--- config.mk ---
export PLATFORM = sky130hd
export DESIGN_NAME = iccm_prefetch_buffer
export DESIGN_NICKNAME = d
export VERILOG_FILES = /design/src/rtl/rv32_x_pkg.sv /design/src/rtl/pfb_fifo.sv /design/src/rtl/iccm_prefetch_buffer.sv
export SDC_FILE = /design/constraint.sdc
export NUM_CORES = 1
export LEC_CHECK = 0
export BUFFER_PORTS_ARGS = -buffer_cell sky130_fd_sc_hd__buf_4
export CAP_MARGIN = 30
export CORE_ASPECT_RATIO = 1.2
export CORE_MARGIN = 5
export CORE_UTILIZATION = 35
export DETAILED_ROUTE_END_ITERATION = 8
export HOLD_SLACK_MARGIN = 0.08
export PLACE_DENSITY = 0.49
export RECOVER_POWER = 50
export SYNTH_ARGS = -nofsm -noshare
export SYNTH_HDL_FRONTEND = slang
export SYNTH_HIERARCHICAL = 1
export SYNTH_SLANG_ARGS = --single-unit
--- constraint.sdc ---
create_clock -name clk -period 4.8 [get_ports clk]
set_input_delay 0.72 -clock clk [delete_from_list [all_inputs] [get_ports clk]]
set_output_delay 0.72 -clock clk [all_outputs]
set_load 0.1 [all_outputs]
--- src/rtl/rv32_x_pkg.sv ---
// Shared types for the rv32i_x instruction prefetch path.
// Holds the prefetch FSM encoding, the FIFO entry layout and the
// word-alignment helper used on redirect targets.
package rv32_x_pkg;

    localparam int XLEN       = 32;
    localparam int INST_BYTES = 4;

    // Prefetch control states: one idle cycle after reset, then run.
    typedef enum logic {
        PFB_WAIT = 1'b0,
        PFB_RUN  = 1'b1
    } pfb_state_e;

    // One buffered instruction: the fetched word and the PC it came from.
    typedef struct packed {
        logic [XLEN-1:0] data;
        logic [XLEN-1:0] pc;
    } pfb_entry_t;

    // Clear the byte-offset bits so an address points at a whole instruction.
    function automatic logic [XLEN-1:0] pfb_word_align(input logic [XLEN-1:0] addr);
        return addr & ~XLEN'(INST_BYTES - 1);
    endfunction

endpackage

--- src/rtl/pfb_fifo.sv ---
// Synchronous FIFO for the instruction prefetch buffer.
// DEPTH must be a power of two (>= 2) so the pointers wrap naturally.
// flush has priority over push/pop and empties the queue in one cycle.
module pfb_fifo
    import rv32_x_pkg::*;
#(
    parameter  int DEPTH = 4,
    localparam int AW    = $clog2(DEPTH),
    localparam int CW    = $clog2(DEPTH) + 1
) (
    input  logic          clk,
    input  logic          rst,
    input  logic          flush,
    input  logic          push,
    input  pfb_entry_t    push_entry,
    input  logic          pop,
    output logic [CW-1:0] count,
    output pfb_entry_t    head_entry
);

    pfb_entry_t    mem [DEPTH];
    logic [AW-1:0] head;
    logic [AW-1:0] tail;

    // Write the incoming entry at the tail slot.
    // NOTE: the storage array is deliberately left without a reset; count gates
    // every read, so no slot is observed before it has been written, and
    // leaving it out keeps the array a plain RAM without per-bit reset logic.
    always_ff @(posedge clk) begin
        if (push && !flush) begin
            mem[tail] <= push_entry;
        end
    end

    // Track head, tail and occupancy; a flush empties the queue outright.
    // NOTE: sequential state is written with non-blocking assignments only, so
    // every register samples the pre-edge values of its neighbours and the
    // result does not depend on the order the simulator evaluates blocks.
    always_ff @(posedge clk or posedge rst) begin
        if (rst) begin
            head  <= '0;
            tail  <= '0;
            count <= '0;
        end else if (flush) begin
            head  <= '0;
            tail  <= '0;
            count <= '0;
        end else begin
            if (push) begin
                tail <= tail + AW'(1);
            end
            if (pop) begin
                head <= head + AW'(1);
            end
            if (push && !pop) begin
                count <= count + CW'(1);
            end else if (pop && !push) begin
                count <= count - CW'(1);
            end
        end
    end

    assign head_entry = mem[head];

endmodule

--- src/rtl/iccm_prefetch_buffer.sv ---
// Instruction prefetch queue between the rv32i_x fetch stage and the ICCM.
// Issues sequential word reads ahead of the core, buffers the returned words
// with their PCs, and hands them to the core over a valid/ready handshake.
// A redirect flushes the queue and restarts fetch at the new target.
//
// Optional build macro PFB_PERF_CNT_EN adds two saturating counters:
//   perf_issue_cnt - ICCM reads issued
//   perf_drop_cnt  - in-flight returns discarded plus entries flushed by redirect
module iccm_prefetch_buffer
    import rv32_x_pkg::*;
#(
    parameter int              DEPTH    = 4,
    parameter logic [XLEN-1:0] RESET_PC = 32'h0000_0000
) (
    input  logic            clk,
    input  logic            rst,
    input  logic            redirect_valid,
    input  logic [XLEN-1:0] redirect_pc,
    output logic            inst_valid,
    input  logic            inst_ready,
    output logic [XLEN-1:0] inst_data,
    output logic [XLEN-1:0] inst_pc,
    output logic            iccm_rd_en,
    output logic [XLEN-1:0] iccm_rd_addr,
    input  logic [XLEN-1:0] iccm_rd_data
`ifdef PFB_PERF_CNT_EN
    ,
    output logic [31:0]     perf_issue_cnt,
    output logic [31:0]     perf_drop_cnt
`endif
);

    localparam int            CW        = $clog2(DEPTH) + 1;
    localparam logic [CW:0]   DEPTH_OCC = (CW + 1)'(DEPTH);

    pfb_state_e      state;
    logic [XLEN-1:0] fetch_pc;
    logic            pend;
    logic [XLEN-1:0] pend_pc;

    logic [CW-1:0]   fifo_count;
    pfb_entry_t      head_entry;
    pfb_entry_t      push_entry;
    pfb_entry_t      last_entry;

    logic            handshake;
    logic            pop;
    logic            push;
    logic            issue;
    logic [CW:0]     occupancy;

    // ------------------------------------------------------------------
    // Handshake, return and credit decisions
    // ------------------------------------------------------------------
    assign inst_valid = (fifo_count != '0);
    assign handshake  = inst_valid && inst_ready;

    // A redirect discards the head and the word returning this cycle. The
    // read that was in flight when the redirect arrived returns in that very
    // cycle (one-cycle ICCM), so suppressing the push here is what drops it;
    // the first read to the new target is then pushed normally two cycles on.
    assign pop  = handshake && !redirect_valid;
    assign push = pend && !redirect_valid;

    // Entries the queue will hold once this cycle's pop and return settle.
    // The pending return is counted as a credit even before it lands, which
    // is what keeps the FIFO from ever overflowing.
    assign occupancy = {1'b0, fifo_count}
                     + {{CW{1'b0}}, pend}
                     - {{CW{1'b0}}, handshake};

    assign issue = (state == PFB_RUN) && !redirect_valid && (occupancy < DEPTH_OCC);

    assign iccm_rd_en   = issue;
    assign iccm_rd_addr = fetch_pc;

    assign push_entry = '{data: iccm_rd_data, pc: pend_pc};

    // ------------------------------------------------------------------
    // Instruction queue
    // ------------------------------------------------------------------
    pfb_fifo #(
        .DEPTH (DEPTH)
    ) u_fifo (
        .clk        (clk),
        .rst        (rst),
        .flush      (redirect_valid),
        .push       (push),
        .push_entry (push_entry),
        .pop        (pop),
        .count      (fifo_count),
        .head_entry (head_entry)
    );

    // ------------------------------------------------------------------
    // Control FSM, fetch PC and outstanding-read tracking
    // ------------------------------------------------------------------
    // Step the FSM, advance the fetch PC on each issue, and note whether a
    // read is outstanding so its data is pushed on the following cycle.
    always_ff @(posedge clk or posedge rst) begin
        if (rst) begin
            state    <= PFB_WAIT;
            fetch_pc <= RESET_PC;
            pend     <= 1'b0;
            pend_pc  <= '0;
        end else begin
            case (state)
                PFB_WAIT: state <= PFB_RUN;
                PFB_RUN:  state <= PFB_RUN;
                default:  state <= PFB_WAIT;
            endcase

            if (redirect_valid) begin
                // Last redirect wins; no read issues in a redirect cycle.
                fetch_pc <= pfb_word_align(redirect_pc);
                pend     <= 1'b0;
            end else begin
                pend <= issue;
                if (issue) begin
                    pend_pc  <= fetch_pc;
                    // Natural 32-bit overflow wraps 0xFFFF_FFFC back to 0.
                    fetch_pc <= fetch_pc + XLEN'(INST_BYTES);
                end
            end
        end
    end

    // ------------------------------------------------------------------
    // Core-facing outputs
    // ------------------------------------------------------------------
    // Remember the head so inst_data/inst_pc hold their last value once empty.
    always_ff @(posedge clk or posedge rst) begin
        if (rst) begin
            last_entry <= '0;
        end else if (inst_valid) begin
            last_entry <= head_entry;
        end
    end

    assign inst_data = inst_valid ? head_entry.data : last_entry.data;
    assign inst_pc   = inst_valid ? head_entry.pc   : last_entry.pc;

`ifdef PFB_PERF_CNT_EN
    // ------------------------------------------------------------------
    // Performance counters
    // ------------------------------------------------------------------
    logic [32:0] drop_sum;

    assign drop_sum = {1'b0, perf_drop_cnt} + 33'(fifo_count) + 33'(pend);

    // Count issued reads and discarded work, both saturating at all-ones.
    always_ff @(posedge clk or posedge rst) begin
        if (rst) begin
            perf_issue_cnt <= '0;
            perf_drop_cnt  <= '0;
        end else begin
            if (issue && (perf_issue_cnt != '1)) begin
                perf_issue_cnt <= perf_issue_cnt + 32'd1;
            end
            if (redirect_valid) begin
                perf_drop_cnt <= drop_sum[32] ? '1 : drop_sum[31:0];
            end
        end
    end
`endif

endmodule

[Word-level counts from Yosys, hierarchy flattened]
Memories as Yosys holds them, arrays and structs flattened.
Index checks and enable logic that the tools add are counted.
Operators by class
  add/sub/neg operators: 7
  $lt $le $gt $ge: 1
  multiplexer cells: 14
  bitwise operators: 1
  reduce and logical (&&, ||, !) cells: 17
Operators with widths (count)
  $mux 32: 4
  $add 32x3->32 const B: 1
  $mux 3: 3
  $logic_and 1x1->1: 8
  $mux 2: 4
  $reduce_bool 2->1: 3
  $reduce_bool 3->1: 2
  $add 2x1->2 const B: 2
  $add 3x1->4: 1
  $lt 4x3->1 const B: 1
  $sub 4x1->4: 1
  $add 3x1->3 const B: 1
  $logic_not 1->1: 3
  $mux 1: 3
  $sub 3x1->3 const B: 1
  $reduce_and 2->1: 1
  $not 1->1: 1
Word-level totals
  register bits after elaboration: 137
  bits in writable memories: 256
  input bits: 68
  output and inout port bits: 98
  memories: 1
Memory list
  u_fifo.mem: words 4, bits a word 64, read ports 1, clocked after memory_dff 0, wr ports 1, RTL line pfb_fifo.sv:21  | pfb_entry_t mem [DEPTH];

[Depth between registers and ports, before layout]
  depth after elaboration: 7
  gate-level depth with buffers: 14
  mapped depth without buffers: 10

[Modules after synthesis]
Netlist, hierarchy kept.
Modules (own cells, without submodules)
  pfb_fifo: times used 1, cells an instance 379, area an instance 9668.0 um^2
  iccm_prefetch_buffer: times used 1, cells an instance 438, area an instance 5666.7 um^2

[Worst setup path after synthesis]
Ideal clock, no wire load.
  path type: flip-flop to output port
  from: register u_fifo.count[2]
  to: output iccm_rd_en
  data arrival time: 3095 ps
  slack: 985 ps
  stages on the path, launching flop included: 12
  path through: dfrtp_1 -> nor3_1 -> clkbuf_1 -> buf_2 -> nor2b_1 -> ha_1 -> inv_1 -> ha_1 -> and3b_1 -> o21ai_2 -> clkbuf_1 -> nand2_1
Between the ends
  longest elaborated chain between the ends: 5
Ends and longest elaborated chain
  start: declaration: RTL line pfb_fifo.sv:17  | output logic [CW-1:0] count,
  start signal: assignment: RTL line pfb_fifo.sv:56  | count <= count + CW'(1);
  start signal: assignment: RTL line pfb_fifo.sv:58  | count <= count - CW'(1);
  branches (longest 2 deep; another with $add 3x1->4)
  $sub 4x1->4 *: RTL line iccm_prefetch_buffer.sv:70  | - {{CW{1'b0}}, handshake};
  $lt 4x3->1 *: RTL line iccm_prefetch_buffer.sv:72  | assign issue = (state == PFB_RUN) && !redirect_valid && (occupancy < DEPTH_OCC);
  $logic_and 1x1->1 *: RTL line iccm_prefetch_buffer.sv:72
  end: declaration: RTL line iccm_prefetch_buffer.sv:23  | output logic iccm_rd_en,
Mark *: on every way between the ends.

==> results.sh <==
export IMPL_outcome="complete, but fails checks"
export IMPL_violations="capacitance limit, slew limit"
export IMPL_setup_worst_path_start_class="flip-flop"
export IMPL_p_leak_nw=6.50
export IMPL_wirelength_um=34000
export IMPL_synth_flop_cell="edfxtp_1"
export IMPL_wire_per_inst_um=21.3
export IMPL_boundaryPins=166
export IMPL_hp_class="in2async"
export IMPL_power_density_nw_per_um2=703
export IMPL_num_vias=7860
export IMPL_pwr_share_clk_pct=24.9
export IMPL_timing_final_hold_violations=0
export IMPL_globalplace_congestion=0.720
export IMPL_tightest_slew_ns=3.47
export IMPL_clock_fmax_mhz=249
export IMPL_drtAntennaViolNets=0
export IMPL_antenna_found_initial=0
export IMPL_portBuffers=161
export IMPL_nFillCells=3973
export IMPL_ys_ff_latch=389
export IMPL_crit_path_end_kind="output pin"
export IMPL_netlist_area_um2=15300
export IMPL_drt_first_pass_iters=4
export IMPL_setup_violations=0
export IMPL_instances_no_fill=1599
export IMPL_area_growth_pct=19.9
export IMPL_syn_inst=817
export IMPL_async_reset_ff_share_pct=34.2
export IMPL_drcViolationCount=0
export IMPL_num_antenna_cells=0
export IMPL_timing_final_crit_share_pct=83.8
export IMPL_cts_buffers=42
export IMPL_first_iter_violations=353
export IMPL_internal_power_mw=7.39
export IMPL_switching_share_pct=42.8
export IMPL_fin_setup_tns_ns=0
export IMPL_fp_dieH_um=239
export IMPL_crit_type="reg2out"
export IMPL_core_area_um2=43600
export IMPL_ys_seq_area_share_pct=71.8
export IMPL_slew_viol_final=82
export IMPL_cts_resized=0
export IMPL_clk_path_buf_depth=3
export IMPL_met1_length_um=15500
export IMPL_clk_pin_slew_worst_paths_ns=0.06
export IMPL_postLayoutCoreUtil_pct=42.1
export IMPL_std_cell_rows=84
export IMPL_finClkSkew_ns=0.0180
export IMPL_grt_use_total_pct=14.3
export IMPL_ys_warn_count=6
export IMPL_synth_cell_types=50
export IMPL_via_per_inst=4.92
export IMPL_dp_cells=1522
export IMPL_slew_headroom_pct=-131
export IMPL_required_ns=4.08
export IMPL_final_cell_area_um2=18400
export IMPL_h_tree_depth=2
export IMPL_dp_hpwl_um=20400
export IMPL_insertion_delay_ns=0.53
export IMPL_dr_wl_met2_um=16700
export IMPL_root_buffer="clkbuf_16"
export IMPL_layout_nets=1084
export IMPL_grt_max_degree=82
export IMPL_grt_pass1_wl_um=53300
export IMPL_cp_max_fo=26
export IMPL_fp_dieW_um=201
export IMPL_cts_tree="done"
export IMPL_mostFrequentLayoutCells="edfxtp_1 (256), dfrtp_1 (132), buf_4 (114), mux2_2 (84), clkbuf_1 (76)"
export IMPL_top_layer="met4"
export IMPL_postCtsHoldBufs=0
export IMPL_ir_drop_mv=0.481
export IMPL_arrival_ns=3.30
export IMPL_drive_gt1_share_pct=33.7
export IMPL_cts_sinks=389
export IMPL_r2r_slack_ns=1.59
export IMPL_dpl_cell_area_um2=17200
export IMPL_syn_area_per_cell_um2=18.8
export IMPL_initial_core_util_pct=35.2
export IMPL_design_die_area_um2=48100
export IMPL_p_sw_mw=5.54
export IMPL_grt_overflow_total=0
export IMPL_first_global_vias=8529
export IMPL_p_comb_share_pct=40.2
export IMPL_postCtsSetupRepairBufs=0
export IMPL_layout_min_cycle_time_ns=4.02
export IMPL_rsz0062_at_grt="false"
export IMPL_synth_enable_flop_cells=256
export IMPL_final_common_cell="edfxtp_1"
export IMPL_cap_violations=1
export IMPL_wl_met3_um=1160
export IMPL_sequentialPowerShare_pct=34.9
## flip-flops by register name (all words and copies together), names as in the netlist
signal,flops
u_fifo/head,2
pend_pc,30
u_fifo/count,3
u_fifo/mem,256
iccm_rd_addr,30
pend,1
u_fifo/tail,2
last_entry,64
state,1
## power by group through the flow
stage,Sequential (mW),Combinational [mW],Clock (mW)
3_3_place_gp,4.57,5.30,0
3_5_place_dp,4.59,5.32,0
4_1_cts,4.53,5.33,3.33
6_report,4.52,5.20,3.22
5_1_grt,4.60,5.41,3.47
2_1_floorplan,4.67,4.26,0
## cell families after synthesis
kind of cell / count (synthesis) / synth area share (%)
other: 2 / 0.0490
DFF: 389 / 71.8
muxes: 162 / 16.6
buffers and inverters: 62 / 2.10
and+or+nand+nor: 110 / 3.94
AOI/OAI and AO/OA: 58 / 3.29
adders and majority gates: 9 / 0.783
xor gates and xnor gates: 25 / 1.43
## stage by stage
step	setup slack, ns	power, mW	hold slack (ns)
floorplan	0.724	8.93	0.472
global placement	1.37	9.87	0.480
detailed placement	1.38	9.91	0.482
CTS	0.943	13.2	0.136
global route	0.489	13.5	0.129
finish	0.777	12.9	0.112
## cells in the mapped netlist, types with 9 or more instances
library cell / count / area [um2]
edfxtp_1: 256 / 7690
dfrtp_1: 133 / 3330
mux2_2: 96 / 1080
mux4_2: 64 / 1440
nand2_1: 33 / 124
inv_1: 23 / 86.3
xnor2_1: 19 / 166
nor2_1: 15 / 56.3
buf_2: 14 / 70.1
clkbuf_1: 12 / 45.0
nand3_1: 10 / 50.1
o21ai_0: 10 / 50.1
o21ai_1: 10 / 50.1
and2_1: 9 / 56.3
nand4_1: 9 / 56.3
## per-layer routing
layer	up-vias	GRT usage (%)
met3	48	2.37
li1	3554	-
met2	165	24.0
met1	4093	19.5
met4	0	3.90
met5	-	0
## layout make-up
class | instances | area (um2) | area share, %
Inverter | 23 | 86.3 | 0.470
Clock buffer | 69 | 1250 | 6.82
Tap cell | 559 | 699 | 3.80
Sequential cell | 389 | 11000 | 59.9
Clock inverter | 8 | 124 | 0.674
Multi-Input combinational cell | 375 | 4050 | 22.0
Timing Repair Buffer | 176 | 1150 | 6.28
## worst max-delay path: stages, from the launching register on
cell and delay [ns]:
dfrtp_1 1.27, buf_4 0.53, mux4_2 0.38, mux2_1 0.33, buf_4 0.25
## worst paths after layout
check                              endpoint  depth (start not counted)       startpoint
max                              inst_pc[2]                          4   u_fifo/head[1]
max in group asynchronous    last_entry[24]                          2              rst
min                         u_fifo/count[2]                          2              rst
max reg2reg                     pend_pc[25]                          9  u_fifo/count[2]
min in group clk           iccm_rd_addr[20]                          3  redirect_pc[20]
min reg2reg                   last_entry[3]                          1    last_entry[3]
(Power assumes the default switching activity.)
